===== config.mk =====
export PLATFORM = sky130hd
export DESIGN_NAME = serial_link_sched
export DESIGN_NICKNAME = d
export VERILOG_FILES = /design/src/rtl/serial_link_sched_pkg.sv /design/src/rtl/serial_link_sched_rr_arb2.sv /design/src/rtl/serial_link_sched.sv
export SDC_FILE = /design/constraint.sdc
export NUM_CORES = 1
export LEC_CHECK = 0
export ABC_CLOCK_PERIOD_IN_PS = 3790
export CAP_MARGIN = 20
export CORE_ASPECT_RATIO = 1.1
export CORE_MARGIN = 2
export CORE_UTILIZATION = 35
export CTS_CLUSTER_DIAMETER = 50
export DETAILED_ROUTE_END_ITERATION = 10
export SLEW_MARGIN = 10
export SYNTH_ARGS = -nofsm -noshare
export SYNTH_HDL_FRONTEND = slang
export SYNTH_HIERARCHICAL = 1
export SYNTH_SLANG_ARGS = --single-unit

===== constraint.sdc =====
create_clock -name clk -period 3.79 [get_ports clk]
set_input_delay 0.5685 -clock clk [delete_from_list [all_inputs] [get_ports clk]]
set_output_delay 0.5685 -clock clk [all_outputs]
set_load 0.01 [all_outputs]

===== src/rtl/serial_link_sched_pkg.sv =====
// serial_link_sched shared types and helpers.
// Burst header layout, FSM states and default widths.
package serial_link_sched_pkg;

  localparam int DATA_W_DEF = 8;
  localparam int LEN_W_DEF  = 4;

  localparam logic [2:0] HDR_SYNC = 3'b101;

  typedef enum logic [2:0] {
    IDLE,
    HDR_LOAD,
    HDR_WAIT,
    DAT_LOAD,
    DAT_WAIT,
    POP,
    DONE,
    ERR
  } state_t;

  function automatic logic [DATA_W_DEF-1:0] mk_hdr(
    input logic                 g,
    input logic [LEN_W_DEF-1:0] len
  );
    return {HDR_SYNC, g, len};
  endfunction

endpackage


===== src/rtl/serial_link_sched_rr_arb2.sv =====
// Two-way round-robin pick for serial_link_sched.
// Ties go to the channel that was not served last.
module rr_arb2 (
  input  logic req0,
  input  logic req1,
  input  logic last_grant,
  output logic valid,
  output logic pick
);

  always_comb begin
    valid = req0 | req1;
    pick  = 1'b0;
    unique case (1'b1)
      (req0 & req1):  pick = ~last_grant;
      (req1 & ~req0): pick = 1'b1;
      default:        pick = 1'b0;
    endcase
  end

endmodule


===== src/rtl/serial_link_sched.sv =====
// Burst scheduler draining two buffer channels onto serial_out.
// Frames each burst as a header byte plus len+1 payload bytes.
module serial_link_sched
  import serial_link_sched_pkg::*;
#(
  parameter int DATA_W      = DATA_W_DEF,
  parameter int LEN_W       = LEN_W_DEF,
  parameter int TO_W        = 20,
  parameter int TIMEOUT_CYC = 1000000
) (
  input  logic              clk,
  input  logic              rst,
  input  logic              req0,
  input  logic              req1,
  input  logic [LEN_W-1:0]  len0,
  input  logic [LEN_W-1:0]  len1,
  input  logic [DATA_W-1:0] data0,
  input  logic [DATA_W-1:0] data1,
  output logic              read_inc0,
  output logic              read_inc1,
  output logic              done0,
  output logic              done1,
  output logic [DATA_W-1:0] ser_data,
  output logic              ser_load,
  output logic              ser_trans_en,
  input  logic              char_sent,
  output logic              busy,
  output logic              grant,
  output logic              timeout_err,
  input  logic              clear_err
);

  localparam logic [TO_W-1:0] TO_LIM = TO_W'(TIMEOUT_CYC - 1);

  state_t            state;
  logic              last_grant;
  logic [LEN_W-1:0]  rem;
  logic [TO_W-1:0]   cnt;
  logic [TO_W-1:0]   cnt_nxt;
  logic [DATA_W-1:0] ser_q;
  logic [DATA_W-1:0] data_sel;
  logic [LEN_W-1:0]  len_sel;
  logic              arb_valid;
  logic              arb_pick;

  rr_arb2 u_arb (
    .req0       (req0),
    .req1       (req1),
    .last_grant (last_grant),
    .valid      (arb_valid),
    .pick       (arb_pick)
  );

  assign cnt_nxt  = cnt + TO_W'(1);
  assign len_sel  = arb_pick ? len1 : len0;
  assign data_sel = grant ? data1 : data0;

  // Buffer head only settles the cycle after the pop, so payload is passed through live.
  assign ser_data = (state == DAT_LOAD) ? data_sel : ser_q;

  always_ff @(posedge clk or negedge rst) begin
    if (!rst) begin
      state        <= IDLE;
      last_grant   <= 1'b1;
      grant        <= 1'b0;
      rem          <= '0;
      cnt          <= '0;
      ser_q        <= '0;
      ser_load     <= 1'b0;
      ser_trans_en <= 1'b0;
      read_inc0    <= 1'b0;
      read_inc1    <= 1'b0;
      done0        <= 1'b0;
      done1        <= 1'b0;
      busy         <= 1'b0;
      timeout_err  <= 1'b0;
    end else begin
      ser_load  <= 1'b0;
      read_inc0 <= 1'b0;
      read_inc1 <= 1'b0;
      done0     <= 1'b0;
      done1     <= 1'b0;
      if (clear_err)
        timeout_err <= 1'b0;
      unique case (state)
        IDLE: begin
          if (arb_valid) begin
            grant        <= arb_pick;
            rem          <= len_sel;
            ser_q        <= DATA_W'(mk_hdr(arb_pick, len_sel));
            ser_load     <= 1'b1;
            ser_trans_en <= 1'b1;
            busy         <= 1'b1;
            cnt          <= '0;
            state        <= HDR_LOAD;
          end
        end
        HDR_LOAD: state <= HDR_WAIT;
        DAT_LOAD: begin
          ser_q <= data_sel;
          state <= DAT_WAIT;
        end
        HDR_WAIT, DAT_WAIT: begin
          if (char_sent) begin
            cnt <= '0;
            if (state == HDR_WAIT) begin
              ser_load <= 1'b1;
              state    <= DAT_LOAD;
            end else begin
              ser_trans_en <= 1'b0;
              read_inc0    <= ~grant;
              read_inc1    <= grant;
              state        <= POP;
            end
          end else if (cnt_nxt == TO_LIM) begin
            ser_trans_en <= 1'b0;
            timeout_err  <= 1'b1;
            state        <= ERR;
          end else begin
            cnt <= cnt_nxt;
          end
        end
        POP: begin
          if (rem == '0) begin
            done0 <= ~grant;
            done1 <= grant;
            state <= DONE;
          end else begin
            rem          <= rem - LEN_W'(1);
            cnt          <= '0;
            ser_load     <= 1'b1;
            ser_trans_en <= 1'b1;
            state        <= DAT_LOAD;
          end
        end
        DONE: begin
          last_grant <= grant;
          busy       <= 1'b0;
          state      <= IDLE;
        end
        ERR: begin
          busy  <= 1'b0;
          state <= IDLE;
        end
      endcase
    end
  end

endmodule


==> After elaboration in Yosys (flattened, before gate mapping) <==
Cells that the tools add are included.
{ "word_totals": {"ff_bits": 45, "inputBits": 30, "out_inout_bits": 17} }
{ "op_classes": {"n_addsub": 2, "eq_ne": 13, "mux": 46, "n_bitwise": 6, "reduce_logical": 15} }
{ "op_table": {"columns": ["op", "n"], "rows": [
  ["$mux 20", 4],
  ["$pmux 20 s3", 1],
  ["$mux 8", 3],
  ["$mux 1", 23],
  ["$add 20x1->20 const B", 1],
  ["$eq 20x20->1 const B", 1],
  ["$pmux 3 s6", 1],
  ["$pmux 8 s2", 1],
  ["$mux 3", 5],
  ["$eq 3x3->1 const B", 4],
  ["$mux 4", 3],
  ["$ne 3x3->1 const B", 3],
  ["$pmux 4 s2", 1],
  ["$reduce_and 2->1", 4],
  ["$eq 3x2->1 const B", 2],
  ["$pmux 1 s3", 2],
  ["$reduce_bool 2->1", 3],
  ["$reduce_and 5->1", 1],
  ["$logic_not 4->1", 1],
  ["$ne 2x2->1 const B", 2],
  ["$pmux 1 s2", 2],
  ["$reduce_and 4->1", 1],
  ["$reduce_or 2->1", 2],
  ["$sub 4x1->4 const B", 1],
  ["other kinds (7)", 10]
]} }

==> Longest topological paths before layout <==
Gate-level depths: netlist of the first run.
{ "logic_depth": {"depth_word": 6, "depth_mapped": 11, "ltp_nobuf": 9} }

==> Hierarchy <==
The synthesis of the first run kept the hierarchy.
{ "by_module_without_submodules": {"columns": ["mod", "n_inst", "cells_per_inst", "area_per_inst_um2", "seq_area_each_um2"], "rows": [
  ["serial_link_sched", 1, 335, 2924.1, 1127.3],
  ["rr_arb2", 1, 2, 13.8, 0.0]
]} }

==> Worst setup path before layout of the first run <==
OpenSTA, ideal clock, no wires.
{ "synth_timing": {"path_type": "reg-to-reg", "from": "register cnt[0]", "to": "register cnt[19]", "setup_time_ns": 0.124, "t_arrival_ns": 2.476, "required_time_ns": 3.666, "path_slack_ns": 1.190, "stages_incl_launch_ff": 11, "path_buffers": 2, "path_cell_list": "dfrtp_1 > ha_1 > and3_1 > buf_2 > nand4_4 > or3_1 > a32o_1 > nor3_2 > buf_6 > nor2_1 > a211o_1"} }
{ "synth_between": {"elab_chain_cells": 4} }
{ "synth_rtl": {"columns": ["item", "line_no", "text"], "rows": [
  ["start, declared", "serial_link_sched.sv:38", "logic [TO_W-1:0] cnt;"],
  ["start signal, assigned", "serial_link_sched.sv:120", "cnt <= cnt_nxt;"],
  ["$add 20x1->20 (*)", "serial_link_sched.sv:54", "assign cnt_nxt = cnt + TO_W'(1);"],
  ["$eq 20x20->1 or $mux 20 (tied branches)", "serial_link_sched.sv:115", "end else if (cnt_nxt == TO_LIM) begin"],
  ["$ne 3x3->1 (no source line) or $mux 20 (tied branches)", null, null],
  ["$reduce_and 4->1 (no source line) or $pmux 20 s3 (tied branches)", null, null]
]} }
Mark *: on every way between the ends. The rest lies on a longest branch, timed or not. The select of a mux whose other input is x is not followed.
A chain may end at the register's enable or synchronous reset.

==> Final worst setup path of the first run <==
{ "layout_timing": {"from": "register cnt[1]", "to": "register cnt[9]"} }
Same word-level chain as after synthesis.

==> results of run 1 <==
-- layer usage --
layer / global-route usage [%] / share of wire [%] / up-vias
met5: 0 / 0 / -
met2: 27.98 / 49 / 64
li1: - / - / 1301
met4: 3.846 / 1.0 / 0
met3: 3.604 / 4.9 / 6
met1: 21.04 / 45 / 1263
-- final cells by class --
| type | instances | share of cell area [%] |
|---|---|---|
| Sequential cell | 45 | 31.80 |
| Tap cell | 111 | 3.918 |
| Inverter | 8 | 0.8472 |
| Multi-Input combinational cell | 258 | 45.78 |
| Timing Repair Buffer | 51 | 14.26 |
| Clock buffer | 6 | 2.330 |
| Clock inverter | 2 | 1.059 |
-- cells in the final DEF, fill, tap and decap left out, types with 3 or more instances in the layout --
master	n
a211o_1	8
and4_1	4
buf_4	4
nand2_1	40
and3_1	6
inv_1	8
nand4_1	6
o211ai_1	7
nand2b_1	5
or3_1	5
nor3_1	14
o21ai_0	22
a211oi_1	3
and2_1	3
a21o_1	6
mux2i_1	11
nor2_1	25
dfrtp_1	44
ha_1	3
clkbuf_8	6
o21ai_1	3
nor2b_1	7
a21oi_1	12
nand3_1	14
nand3b_1	3
a31oi_1	3
o22ai_1	3
clkdlybuf4s50_1	45
nor4_1	5
-- path summary, 6_finish.rpt --
kind / startpoint / end / slack [ns] / cells past startpoint
setup / recovery: cnt[1] / cnt[9] / 0.73 / 9
hold / removal: rst / cnt[4] / 0.16 / 1
setup reg to reg: cnt[1] / cnt[9] / 0.73 / 9
hold reg to reg: busy / busy / 0.49 / 2
max in group asynchronous: rst / last_grant / 3.07 / 2
min in group clk: busy / busy / 0.49 / 2
-- worst max-delay path, cell delays in order, from the launching register on --
cell	delay, ns
dfrtp_1	0.47
ha_1	0.28
and3_1	0.34
nand4_4	0.18
or3_1	0.38
a32o_1	0.27
nor3_2	0.39
buf_4	0.27
nor4_1	0.07
a211o_1	0.26
-- state kept, by name, indices dropped and copies added, names as in the netlist --
register,cells
busy,1
cnt,20
done0,1
done1,1
grant,1
last_grant,1
read_inc0,1
read_inc1,1
rem,4
ser_load,1
ser_q,8
ser_trans_en,1
state,3
timeout_err,1
-- stage by stage --
stage	cells	hold slack, ns	cell area (um2)	utilization (%)
3_5_place_dp	472	0.4905	3405	41.13
4_1_cts	480	0.4724	3525	42.59
2_1_floorplan	337	0.2729	2938	-
3_3_place_gp	472	0.4840	3405	41.13
5_1_grt	481	0.1716	3545	42.83
6_report	481	0.1619	3545	42.83
-- power by group --
part | switching (W) | internal, W | leakage, nW
Sequential | 0.000143 | 0.000600 | 0.582
Combinational | 0.000493 | 0.000412 | 0.884
Clock | 0.000173 | 0.000215 | 0.0574
-- kinds of logic after synthesis --
group,Yosys count
and+or+nand+nor,154
AOI/OAI and AO/OA,86
DFF,45
buffers and inverters,34
muxes,13
adders and majority gates,3
xor gates and xnor gates,2
==> run_results.csv, run 1 <==
group,metric,value,unit
layout,area_growth,20.66,%
clock_tree,cts_resized,0,
layout,antenna_cells,0,
synthesis,yosysSeqAreaShare,38.37,%
power_and_ir_drop,p_per_area,574.0,nW/um2
synthesis,yosysTopAreaCell,"dfrtp_1",
placement,dp_slack,0.7701,ns
timing,fin_ws,0.7296,ns
setup_path,cp_max_fo,11,
power_and_ir_drop,p_total,0.002035,W
timing,min_period_over_period,80.75,%
layout,nNetsFinal,402,
synthesis,syn-num-nets,370,
setup_path,start_kind,"register",
clock_tree,post-cts-setup-buffers,0,
clock_tree,htree_levels,2,
global_route,grt_max_degree,46,
timing,tightest_slew,0.9054,ns
drt,ant_nets,0,
clock_tree,cts_buffer_depth,2,
global_route,grt_overflow,0,
synthesis,synth_flop_cell,"dfrtp_1",
clock_tree,cts.sinks,45,
timing,finalHoldViolations,0,
setup_path,crit_arrival,3.24,ns
timing,rsz0062_at_grt,"false",
synthesis,synth-seq-cells,45,
setup_path,crit_path_end_kind,"register",
synthesis,synthDominantCellAreaShare,37.48,%
synthesis,synthCells,337,
synthesis,yosys-top-cells-area,"dfrtp_1 37%, nand2_1 5.1%, mux2i_1 3.7%",
synthesis,synth_top_family_by_area,"simple AND/OR/NAND/NOR gates",
synthesis,synth_compound_area_share,19.85,%
clock_tree,cts-buffers-inserted,5,
timing,maxSlewViolCount,0,
floorplanning,dieWidth,91.36,um
min_path,min_path_type,"in -> async",
synthesis,synth_edf_count,0,
clock_tree,ctsHoldBuffers,0,
layout,nFillCells,820,
global_route,grt_pass1_wl,12170,um
global_route,grt_pass1_vias,2540,
power_and_ir_drop,ir_drop,317.7,uV
setup_path,required,3.97,ns
synthesis,synthAdderAreaFrac,1.278,%
clock_tree,root_buffer,"clkbuf_8",
power_and_ir_drop,cellLeakagePower,1.523,nW
run,maxCapViolCount,0,
drt,first_iter_violations,152,
clock_tree,cts_tree,"done",
timing,max_freq,326.8,MHz
drt,drtPass1Iterations,4,
synthesis,muxShareOfSynthArea,4.514,%
clock_tree,clk_latency,0.31,ns
setup_path,path_class,"reg -> reg",
floorplanning,dieArea,9144,um2
timing,skew,0.01900,ns
floorplanning,dieHeight,100.1,um
synthesis,synth-simple-area-share,29.00,%
synthesis,ys_warn_count,6,
drt,vias,2634,
drt,vias_per_cell,5.476,
floorplanning,core_area,8277,um2
layout,drive_gt1_share,7.027,%
floorplanning,initial_utilization,35.50,%
synthesis,synth_area_per_cell,8.718,um2
global_route,grt_util_all_layers,16.29,%
synthesis,synth_common_cells,"44 x dfrtp_1, 40 x nand2_1, 25 x nor2_1",
synthesis,async_reset_ff_share,100.0,%
timing,fin_crit,3.060,ns
synthesis,syn_area,2938,um2
placement,io_buffers,46,
global_route,antenna_found_initial,0,
synthesis,yosysMostFrequentCell,"dfrtp_1",
floorplanning,ios,47,
placement,gp_congestion,0.8964,
floorplanning,rows,35,
drt,remaining_drc_errors,0,
run_status,status,"finished clean",
timing,finalSetupTns,0,ns
layout,ff_latch_area,1127,um2
timing,slew_headroom,39.10,%
drt,wl,7049,um
synthesis,ys_types,61,
layout,multi_input_area,1623,um2
synthesis,synth-xor-area-share,0.5963,%
timing,setup_viol,0,
clock_tree,clkTransAtPathRegs,0.10,ns
drt,wl_per_cell,14.65,um
placement,hpwl,5031,um
(Power assumes the default switching activity.)
==> inputs of run 2 (changes only) <==
- ABC_CLOCK_PERIOD_IN_PS: 3790 -> 3200
- clock period: 3.79 -> 3.2 ns (I/O delays scaled with it)
==> run 2 against run 1 <==
  * Register-to-register slack got worse by 0.43 ns
  * Clock power increased by 24%
  * Critical path depth unchanged
  * Via count increased by 0.30%
  * Die area unchanged
  * Cell count increased by 1.0%
  * Clock skew decreased by 0.0079 ns
  * Core utilization increased by 0.50 points
  * First-iteration DRC count decreased by 4.6%
  * Non-clock buffer count increased by 5
  * Sequential power increased by 19%
  * Critical endpoint unchanged
  * Highest routed layer unchanged
==> run_results.csv, run 2 (synthesized netlist as in run 1, its figures left out) <==
group,metric,value,unit
layout,drive_gt1_share,8.267,%
floorplanning,initial_utilization,35.50,%
clock_tree,ctsHoldBuffers,0,
floorplanning,dieArea,9144,um2
power_and_ir_drop,netSwitchingFraction,39.76,%
min_path,min_path_type,"in -> async",
power_and_ir_drop,p_comb_share,44.7,%
global_route,grt_max_degree,46,
run_status,status,"finished clean",
setup_path,cp_max_fo,11,
placement,dp_slack,0.3565,ns
timing,maxSlewViolCount,0,
placement,hpwl,5006,um
power_and_ir_drop,p_per_area,687.0,nW/um2
clock_tree,post-cts-setup-buffers,0,
clock_tree,cts-buffers-inserted,5,
power_and_ir_drop,cellLeakagePower,1.553,nW
drt,first_iter_violations,145,
timing,finalHoldViolations,0,
timing,fin_crit,2.898,ns
layout,layout_common_cells,"45 x clkdlybuf4s50_1, 44 x dfrtp_1, 40 x nand2_1",
power_and_ir_drop,p_clk_share,19.6,%
timing,finalSetupTns,0,ns
clock_tree,cts_tree,"done",
global_route,grt_pass1_vias,2589,
drt,wl_met2,3382,um
layout,largest_reg_flops,20,
floorplanning,dieHeight,100.1,um
clock_tree,cts.sinks,45,
drt,wl,7106,um
placement,io_buffers,46,
layout,area_growth,22.06,%
setup_path,required,3.40,ns
layout,regMostFlops,"cnt",
timing,setup_viol,0,
layout,mostFrequentLayoutCell,"clkdlybuf4s50_1",
global_route,grt_util_all_layers,16.41,%
layout,post-route-util,43.33,%
drt,remaining_drc_errors,0,
global_route,antenna_found_initial,0,
clock_tree,clk_latency,0.31,ns
global_route,grt_overflow,0,
clock_tree,htree_levels,2,
setup_path,start_kind,"register",
timing,tightest_slew,0.6688,ns
drt,vias_per_cell,5.436,
power_and_ir_drop,p_int,0.001484,W
floorplanning,dieWidth,91.36,um
drt,vias,2642,
layout,ff_latch_area,1127,um2
global_route,grt_pass1_wl,12340,um
floorplanning,core_area,8277,um2
timing,min_period_over_period,90.57,%
layout,post_layout_nonfiller_instances,486,
setup_path,crit_arrival,3.10,ns
drt,top_layer,"met4",
power_and_ir_drop,p_seq_share,35.8,%
timing,slew_headroom,55.41,%
setup_path,path_class,"reg -> reg",
timing,max_freq,345.0,MHz
clock_tree,cts_buffer_depth,2,
setup_path,crit_path_end_kind,"register",
power_and_ir_drop,p_sw,0.0009795,W
clock_tree,root_buffer,"clkbuf_8",
clock_tree,cts_resized,0,
clock_tree,clkTransAtPathRegs,0.10,ns
floorplanning,ios,47,
drt,wl_per_cell,14.62,um
layout,nFillCells,804,
layout,multi_input_area,1623,um2
drt,drtPass1Iterations,4,
timing,rsz0062_at_grt,"false",
timing,whs,0.06929,ns
placement,dp_cells,477,
drt,ant_nets,0,
timing,skew,0.01113,ns
power_and_ir_drop,ir_drop,372.9,uV
drt,wl_met3,439,um
floorplanning,rows,35,
drt,wl_met1,3229,um
layout,nNetsFinal,407,
placement,gp_congestion,0.8802,
layout,antenna_cells,0,
timing,fin_ws,0.3016,ns
run,maxCapViolCount,0,
layout,reg_top3,"cnt (20), ser_q (8), rem (4)",
## run 2: area by class of cell
type	count	area share, %
Clock buffer	6	2.303
Multi-Input combinational cell	258	45.25
Clock inverter	2	1.151
Tap cell	111	3.873
Sequential cell	45	31.44
Inverter	8	0.8374
Timing Repair Buffer	56	15.14
## run 2: power groups by stage
| stage | Clock (W) | Combinational [W] | Sequential (W) |
|---|---|---|---|
| 2_1_floorplan | 0 | 0.000778 | 0.000801 |
| 3_3_place_gp | 0 | 0.00110 | 0.000885 |
| 3_5_place_dp | 0 | 0.00111 | 0.000891 |
| 4_1_cts | 0.000493 | 0.00111 | 0.000882 |
| 5_1_grt | 0.000516 | 0.00124 | 0.000910 |
| 6_report | 0.000482 | 0.00110 | 0.000882 |
## run 2: worst paths after layout
check	depth (start not counted)	start	slack [ns]	end
worst min register to register	2	busy	0.49	busy
worst min-delay path	1	rst	0.07	cnt[4]
worst max register to register	9	cnt[0]	0.30	cnt[9]
worst max-delay path	9	cnt[0]	0.30	cnt[9]
max in group asynchronous	2	rst	2.56	last_grant
min in group clk	2	busy	0.49	busy
## run 2: through the flow
stage / power (W) / area, um2
floorplan: 0.001579 / 2938
global placement: 0.001984 / 3442
detailed placement: 0.002001 / 3442
CTS: 0.002489 / 3566
global route: 0.002668 / 3586
finish: 0.002464 / 3586
## run 2: routing by layer
layer	global-route usage, %	vias to the layer above
li1	-	1310
met1	20.96	1252
met2	28.60	75
met3	3.153	5
met4	4.312	0
met5	0	-
## run 2: worst max-delay path, cell delays in order, from the launching register on
cell     delay (ns)
dfrtp_1        0.49
ha_1           0.30
and3_1         0.33
nand4_4        0.19
or3_1          0.40
a32o_1         0.28
nor3_2         0.24
buf_4          0.22
nor4_1         0.07
a211o_1        0.27
==> inputs of run 3 (changes only) <==
- CORE_UTILIZATION: 35 -> 51
- PLACE_DENSITY: unset -> 0.77
- TNS_END_PERCENT: unset -> 5
==> run 3 against run 2 <==
  * Count of clock-buffer cells in the layout decreased by 1
  * Clock power decreased by 18%
  * Critical endpoint is now cnt[5]
  * Cell count decreased by 6.8%
  * Largest power group unchanged
  * Fmax decreased by 2.8%
  * Clock skew increased by 0.0010 ns
  * Critical path type unchanged
==> run_results.csv, run 3 (synthesized netlist as in run 1, its figures left out) <==
group,metric,value,unit
floorplanning,ios,47,
layout,antenna_cells,0,
clock_tree,htree_levels,2,
power_and_ir_drop,p_sw,0.0009963,W
clock_tree,cts_tree,"done",
drt,drtPass1Iterations,5,
placement,io_buffers,46,
global_route,grt_pass1_wl,11700,um
drt,vias_per_cell,5.982,
min_path,min_path_type,"in -> async",
timing,skew,0.01215,ns
layout,area_growth,20.40,%
power_and_ir_drop,p_int,0.001404,W
floorplanning,dieArea,6384,um2
power_and_ir_drop,p_comb_share,46.6,%
clock_tree,cts_buffer_depth,2,
drt,vias,2710,
clock_tree,ctsHoldBuffers,0,
drt,top_layer,"met4",
clock_tree,clk_latency,0.31,ns
timing,whs,0.09020,ns
layout,mostFrequentLayoutCell,"clkdlybuf4s50_1",
timing,rsz0062_at_grt,"false",
timing,finalHoldViolations,0,
power_and_ir_drop,p_total,0.002400,W
layout,largest_reg_flops,20,
power_and_ir_drop,p_seq_share,37.0,%
setup_path,crit_path_end_kind,"register",
drt,wl_met3,313,um
layout,reg_top3,"cnt (20), ser_q (8), rem (4)",
drt,first_iter_violations,131,
run_status,status,"finished clean",
setup_path,start_kind,"register",
timing,min_period_over_period,93.20,%
clock_tree,cts.sinks,45,
layout,nFillCells,505,
drt,wl_met1,2830,um
power_and_ir_drop,p_clk_share,16.4,%
global_route,grt_util_all_layers,22.54,%
timing,finalSetupTns,0,ns
power_and_ir_drop,cellLeakagePower,1.546,nW
global_route,grt_overflow,0,
timing,max_freq,335.3,MHz
drt,ant_nets,0,
layout,nNetsFinal,408,
power_and_ir_drop,p_per_area,678.5,nW/um2
setup_path,ff2ff_path_depth,9,
drt,wl_per_cell,15.48,um
timing,tightest_slew,0.6350,ns
setup_path,required,3.40,ns
floorplanning,initial_utilization,51.90,%
power_and_ir_drop,netSwitchingFraction,41.51,%
floorplanning,dieWidth,76.37,um
global_route,antenna_found_initial,0,
floorplanning,core_area,5660,um2
setup_path,crit_arrival,3.19,ns
floorplanning,rows,29,
clock_tree,cts-buffers-inserted,5,
timing,fin_crit,2.982,ns
global_route,grt_max_degree,46,
setup_path,path_class,"reg -> reg",
layout,drive_gt1_share,8.245,%
timing,slew_headroom,57.67,%
timing,maxSlewViolCount,0,
floorplanning,dieHeight,83.60,um
clock_tree,post-cts-setup-buffers,0,
clock_tree,root_buffer,"clkbuf_8",
clock_tree,cts_resized,0,
drt,wl,7012,um
clock_tree,clkTransAtPathRegs,0.10,ns
placement,hpwl,5112,um
power_and_ir_drop,ir_drop,466.9,uV
layout,regMostFlops,"cnt",
layout,layout_common_cells,"45 x clkdlybuf4s50_1, 44 x dfrtp_1, 40 x nand2_1",
timing,setup_viol,0,
setup_path,cp_max_fo,10,
drt,wl_met2,3740,um
drt,remaining_drc_errors,0,
run,maxCapViolCount,0,
placement,gp_congestion,0.9622,
global_route,grt_pass1_vias,2541,
layout,post-route-util,62.49,%
[run 3: critical path: stages (launching register included)]
cell and delay, ns:
dfrtp_1 0.47, ha_1 0.28, and3_1 0.32, nand4_4 0.20, or3_1 0.39, a32o_1 0.27, nor3_2 0.39, buf_4 0.24
nor2_1 0.06, a211o_1 0.26
[run 3: area by class of cell]
type,instances,area [um2],area share (%)
tap,77,96.34,2.724
inverter,8,30.03,0.8490
clock inverter,3,28.78,0.8136
timing repair buffer,56,555.5,15.71
sequential,45,1127,31.87
multi-input combinational,259,1630,46.09
clock buffer,5,68.82,1.946
[run 3: metal layers]
metal  GRT usage (%)  up-vias
met2           40.23       71
met3           4.113       13
li1                -     1313
met5               0        -
met1           27.45     1313
met4           7.273        0
[run 3: stage by stage]
stage | std cells | area (um2) | setup slack (ns)
6_report | 453 | 3537 | 0.2176
5_1_grt | 453 | 3537 | 0.03604
4_1_cts | 451 | 3510 | 0.1308
3_5_place_dp | 443 | 3412 | 0.2563
3_3_place_gp | 443 | 3412 | 0.3640
2_1_floorplan | 337 | 2938 | 0.5998
[run 3: path summary, 6_finish.rpt]
kind | endpoint | slack (ns) | start
setup / recovery | cnt[5] | 0.22 | cnt[0]
hold / removal | cnt[6] | 0.09 | rst
setup reg to reg | cnt[5] | 0.22 | cnt[0]
hold reg to reg | busy | 0.49 | busy
max in group asynchronous | last_grant | 2.55 | rst
min in group clk | busy | 0.49 | busy
[run 3: power groups by stage]
stage	combinational [W]	clock, W	sequential [W]
global route	0.00124	0.000423	0.000917
CTS	0.00112	0.000397	0.000878
detailed placement	0.00112	0	0.000888
floorplan	0.000778	0	0.000801
global placement	0.00109	0	0.000881
finish	0.00112	0.000393	0.000888
